[config.mk]
export PLATFORM = sky130hd
export DESIGN_NAME = instr_fetch
export DESIGN_NICKNAME = d
export VERILOG_FILES = /design/src/rtl/mips_pkg.sv /design/src/rtl/pc_next.sv /design/src/rtl/instr_fetch.sv
export SDC_FILE = /design/constraint.sdc
export NUM_CORES = 1
export LEC_CHECK = 0
export ABC_AREA = 0
export CAP_MARGIN = 0
export CORE_MARGIN = 4
export CORE_UTILIZATION = 50
export CTS_CLUSTER_DIAMETER = 150
export CTS_CLUSTER_SIZE = 16
export DETAILED_ROUTE_END_ITERATION = 10
export GPL_ROUTABILITY_DRIVEN = 0
export PLACE_DENSITY = 0.85
export SLEW_MARGIN = 20
export SYNTH_ARGS = -nofsm -noshare
export SYNTH_HDL_FRONTEND = slang
export SYNTH_SLANG_ARGS = --single-unit
[constraint.sdc]
create_clock -name clk -period 6.25 [get_ports clk]
set_input_delay 0.625 -clock clk [delete_from_list [all_inputs] [get_ports clk]]
set_output_delay 0.625 -clock clk [all_outputs]
set_load 0.005 [all_outputs]
[src/rtl/mips_pkg.sv]
// Shared definitions for the single-cycle MIPS datapath.
// Contents: opcode field constants, the NOP encoding, the default reset PC,
// the fetch-stage state encoding and a sign-extension helper.
package mips_pkg;

  // Primary opcode field values (instr[31:26])
  localparam logic [5:0] OP_RTYPE = 6'h00;
  localparam logic [5:0] OP_LW    = 6'h23;
  localparam logic [5:0] OP_SW    = 6'h2B;
  localparam logic [5:0] OP_BEQ   = 6'h04;
  localparam logic [5:0] OP_ADDI  = 6'h08;
  localparam logic [5:0] OP_J     = 6'h02;

  localparam logic [31:0] NOP_INSTR        = 32'h0000_0000;
  localparam logic [31:0] DEFAULT_RESET_PC = 32'h0000_0000;

  // Fetch-stage state encoding
  localparam logic [1:0] ST_IDLE  = 2'd0;
  localparam logic [1:0] ST_FETCH = 2'd1;
  localparam logic [1:0] ST_VALID = 2'd2;

  function automatic logic [31:0] sext16(input logic [15:0] imm);
    return {{16{imm[15]}}, imm};
  endfunction

endpackage

[src/rtl/pc_next.sv]
// Next-PC selection for the instruction that is retiring.
// Ports:
//   pc_plus4 - address of the retiring instruction plus 4
//   instr    - low 26 bits of the retiring instruction (jump index / branch imm)
//   branch   - decoded beq
//   zero     - ALU equality result
//   jump     - decoded j (takes priority over branch)
//   next_pc  - address of the next instruction to fetch
module pc_next
  import mips_pkg::*;
(
  input  logic [31:0] pc_plus4,
  input  logic [25:0] instr,
  input  logic        branch,
  input  logic        zero,
  input  logic        jump,
  output logic [31:0] next_pc
);

  always_comb begin
    next_pc = pc_plus4;
    if (jump) begin
      // Pseudo-direct: keep the region of the delay-slot address
      next_pc = {pc_plus4[31:28], instr, 2'b00};
    end else if (branch && zero) begin
      next_pc = pc_plus4 + (sext16(instr[15:0]) << 2);
    end
  end

endmodule

[src/rtl/instr_fetch.sv]
// Instruction fetch stage: holds the PC, requests one instruction at a time
// from instruction memory over a req/ready handshake, presents it to decode
// and advances the PC when decode lets it retire.
// Ports:
//   clk, rst               - clock, asynchronous active-high reset
//   imem_req, imem_addr    - fetch request and address (address == pc)
//   imem_ready, imem_rdata - memory response, sampled only while fetching
//   stall                  - held instruction cannot retire this cycle
//   branch, zero, jump     - next-PC controls for the held instruction
//   instr, opcode          - held instruction and its opcode field
//   instr_valid            - instr is valid and awaiting retirement
//   pc, pc_plus4           - current PC and PC + 4
//   retire_cnt             - number of retired instructions (wraps)
module instr_fetch
  import mips_pkg::*;
#(
  parameter logic [31:0] RESET_PC = DEFAULT_RESET_PC
) (
  input  logic        clk,
  input  logic        rst,
  output logic        imem_req,
  output logic [31:0] imem_addr,
  input  logic        imem_ready,
  input  logic [31:0] imem_rdata,
  input  logic        stall,
  input  logic        branch,
  input  logic        zero,
  input  logic        jump,
  output logic [31:0] instr,
  output logic [5:0]  opcode,
  output logic        instr_valid,
  output logic [31:0] pc,
  output logic [31:0] pc_plus4,
  output logic [31:0] retire_cnt
);

  logic [1:0]  state_q, state_d;
  logic [31:0] pc_q, pc_d;
  logic [31:0] instr_q, instr_d;
  logic [31:0] cnt_q, cnt_d;
  logic [31:0] next_pc;

  assign pc_plus4 = pc_q + 32'd4;

  pc_next u_pc_next (
    .pc_plus4 (pc_plus4),
    .instr    (instr_q[25:0]),
    .branch   (branch),
    .zero     (zero),
    .jump     (jump),
    .next_pc  (next_pc)
  );

  always_comb begin
    state_d = state_q;
    pc_d    = pc_q;
    instr_d = instr_q;
    cnt_d   = cnt_q;
    case (state_q)
      ST_IDLE: state_d = ST_FETCH;
      ST_FETCH: begin
        if (imem_ready) begin
          instr_d = imem_rdata;
          state_d = ST_VALID;
        end
      end
      ST_VALID: begin
        if (!stall) begin
          pc_d    = next_pc;
          cnt_d   = cnt_q + 32'd1;
          state_d = ST_FETCH;
        end
      end
      default: state_d = ST_IDLE;
    endcase
  end

  always_ff @(posedge clk or posedge rst) begin
    if (rst) begin
      state_q <= ST_IDLE;
      pc_q    <= RESET_PC;
      instr_q <= NOP_INSTR;
      cnt_q   <= 32'd0;
    end else begin
      state_q <= state_d;
      pc_q    <= pc_d;
      instr_q <= instr_d;
      cnt_q   <= cnt_d;
    end
  end

  // Handshake outputs decode straight from state: no input-to-output path
  assign imem_req    = (state_q == ST_FETCH);
  assign instr_valid = (state_q == ST_VALID);
  assign imem_addr   = pc_q;
  assign pc          = pc_q;
  assign instr       = instr_q;
  assign opcode      = instr_q[31:26];
  assign retire_cnt  = cnt_q;

endmodule

==> flow_summary.json <==
{
  "outcome": "complete, no violations",
  "cellLeakagePower_uw": 0.003877,
  "hold_path.startpoint": "retire_cnt[15]",
  "dr_total_vias": 6008,
  "drtAntennaViolNets": 0,
  "antennaDiodeCount": 0,
  "drt-initial-drc-count": 386,
  "nets": 962,
  "ys_seq_area_share_pct": 35.67,
  "yosys_register_bits": 96,
  "grt_use_total_pct": 24.80,
  "final_util_pct": 67.13,
  "slew_violations": 0,
  "die_h_microns": 124.1,
  "min_path_cells": 1,
  "hold_viol_final": 0,
  "ys.warnings.count": 0,
  "cts_root_buffer": "clkbuf_16",
  "synth_area_leaders": "dfrtp_1 36%, xnor2_1 7.2%, ha_1 6.9%",
  "synth-compound-area-share_pct": 17.78,
  "holdCritPathClass": "reg -> reg",
  "power_density_nw_per_um2": 529.6,
  "place_ws_ns": 2.268,
  "grt_max_degree": 68,
  "synthArstFlopShare_pct": 100.0,
  "r2r_start": "imem_addr[2]",
  "yosysUniqueCellTypes": 62,
  "setup_violations": 0,
  "grt_pass1_wl_microns": 29910,
  "r2r_cells": 17,
  "finalPower_uw": 4708,
  "cts_resized": 0,
  "setup_slack_ns": 2.152,
  "drc_errors": 0,
  "critPathRequiredTime_ns": 6.47,
  "placed_area_sq_um": 8571,
  "synth_top_area_share_pct": 35.67,
  "slew_headroom_pct": 31.14,
  "cts_setup_buffers": 0,
  "synth-xor-area-share_pct": 10.27,
  "period_minus_slack_ns": 4.098,
  "crit_path_end_kind": "register",
  "yosys-mux-area-fraction_pct": 6.112,
  "post_drt_wl_per_cell_microns": 17.68,
  "start_util_pct": 50.86,
  "overflow": 0,
  "synth_top_flop_cell": "dfrtp_1",
  "rows": 42,
  "die_area_sq_um": 15390,
  "syn_avg_cell_area_sq_um": 9.226,
  "rsz0062_at_grt": "no",
  "cts_tree": "built",
  "clock_latency_ns": 0.37,
  "cts_max_level": 3,
  "area_growth_pct": 31.99,
  "die_w_microns": 124.1,
  "grt_pass1_vias": 5975,
  "synthCells": 730,
  "fin_crit_sh_pct": 65.57,
  "yosys.area_share.simple_pct": 15.53,
  "antenna_found_initial": 0,
  "cts_buffers": 9,
  "synth-edff-count": 0,
  "crit_type": "reg -> reg",
  "tightest_slew_ns": 1.033,
  "wl_microns": 18850,
  "synth_common_cells": "96 x dfrtp_1, 89 x nand2_1, 55 x xnor2_1, 45 x o21ai_0, 43 x nor2_1",
  "nFillCells": 1026,
  "syn_area_sq_um": 6735,
  "crit_start": "imem_addr[2]",
  "synth_area_leader_cell": "dfrtp_1",
  "io_pins": 207,
  "fin_setup_tns_ns": 0,
  "dp_hpwl_microns": 13960,
  "cp.arrival_ns": 4.32,
  "drv_cap": 0,
  "r2r_slack_ns": 2.15,
  "synth_most_common_cell": "dfrtp_1",
  "clock.fmax_mhz": 244.0,
  "synth_top_family_by_area": "compound AO/OA/AOI/OAI gates",
  "cts_num_sinks": 96,
  "vias_per_cell": 5.636,
  "drt_pass1_iterations": 5,
  "synthAdderAreaFrac_pct": 7.171,
  "critPathLaunchType": "register",
  "clk_transition_reported_paths_ns": 0.08,
  "ir_worst_vdd_uv": 336.2,
  "fin_skew_ns": 0.01231,
  "postLayoutCellArea_sq_um": 8890,
  "cp_max_fo": 7,
  "core_sq_um": 13240,
  "port_buffers": 200,
  "hold_buffers": 0,
  "clockBufferDepth": 2,
  "drive_above_1_share_pct": 8.539
}
cells by family after synthesis:
| logic type | count (synthesis) |
|---|---|
| mux | 37 |
| flops | 96 |
| compound gates | 178 |
| xor+xnor | 79 |
| buf+inv | 79 |
| simple gates | 222 |
| fa+ha+maj | 38 |
| other cells | 1 |
registers in the layout (all words and copies together), names as in the netlist:
register and count:
retire_cnt 32, imem_addr 30, instr 32, state_q 2
report_power, final:
part	leakage [uW]	switching, uW	internal [uW]
logic	0.00252	1380	1610
clock network	0.000154	289	290
registers	0.00121	320	826
layer usage:
metal / vias to the layer above / track usage [%] / routed length (microns)
met4: 0 / 11.29 / 518
met1: 2915 / 30.44 / 7721
met3: 35 / 5.177 / 1285
met5: - / 0 / 0
li1: 2857 / - / -
met2: 201 / 41.89 / 9324
worst max-delay path: stages (launching register included):
cell and delay [ns]:
dfrtp_1 0.46, ha_1 0.22, nand3_1 0.14, nor3_1 0.40, nand2_1 0.15, nor2_1 0.34
nand4_1 0.18, xnor2_1 0.29, ha_1 0.34, a21o_1 0.20, a21oi_1 0.13, nor2_1 0.05
nor2_1 0.15, o221ai_2 0.16, o41ai_2 0.26, mux2i_1 0.26, xnor2_1 0.14, o21ai_1 0.07
through the flow:
stage | hold WS, ns | cells
after floorplan | 0.4682 | 735
after global placement | 0.4617 | 1050
after detailed placement | 0.4826 | 1050
after CTS | 0.4977 | 1066
after global routing | 0.5232 | 1066
final | 0.4957 | 1066
final timing paths:
| check | end |
|---|---|
| worst max register to register | imem_addr[31] |
| worst min register to register | retire_cnt[15] |
| min in group asynchronous | instr[0] |
| worst min-delay path | retire_cnt[15] |
| max in group asynchronous | instr[18] |
| worst max-delay path | imem_addr[31] |
area by class of cell:
| cell class | instances | area [sq um] | area share, % |
|---|---|---|---|
| sequential | 96 | 2402 | 27.02 |
| inverter | 13 | 51.30 | 0.5771 |
| clock buffer | 9 | 225.2 | 2.533 |
| multi-input combinational | 560 | 3857 | 43.39 |
| timing repair buffer | 205 | 2039 | 22.94 |
| clock inverter | 7 | 93.84 | 1.056 |
| tap | 176 | 220.2 | 2.477 |
placed cells by master (no fill, tap or decap), types with 11 or more instances in the layout:
cell,n
nand2_1,88
nand3_1,23
a21oi_1,33
nand4_1,11
xor2_1,24
clkdlybuf4s50_1,200
o21ai_0,45
xnor2_1,55
dfrtp_1,96
nor2_1,43
inv_1,12
mux2_2,33
and3_1,16
a21o_1,23
ha_1,37
Note: power is estimated with default switching activity, not from simulation.
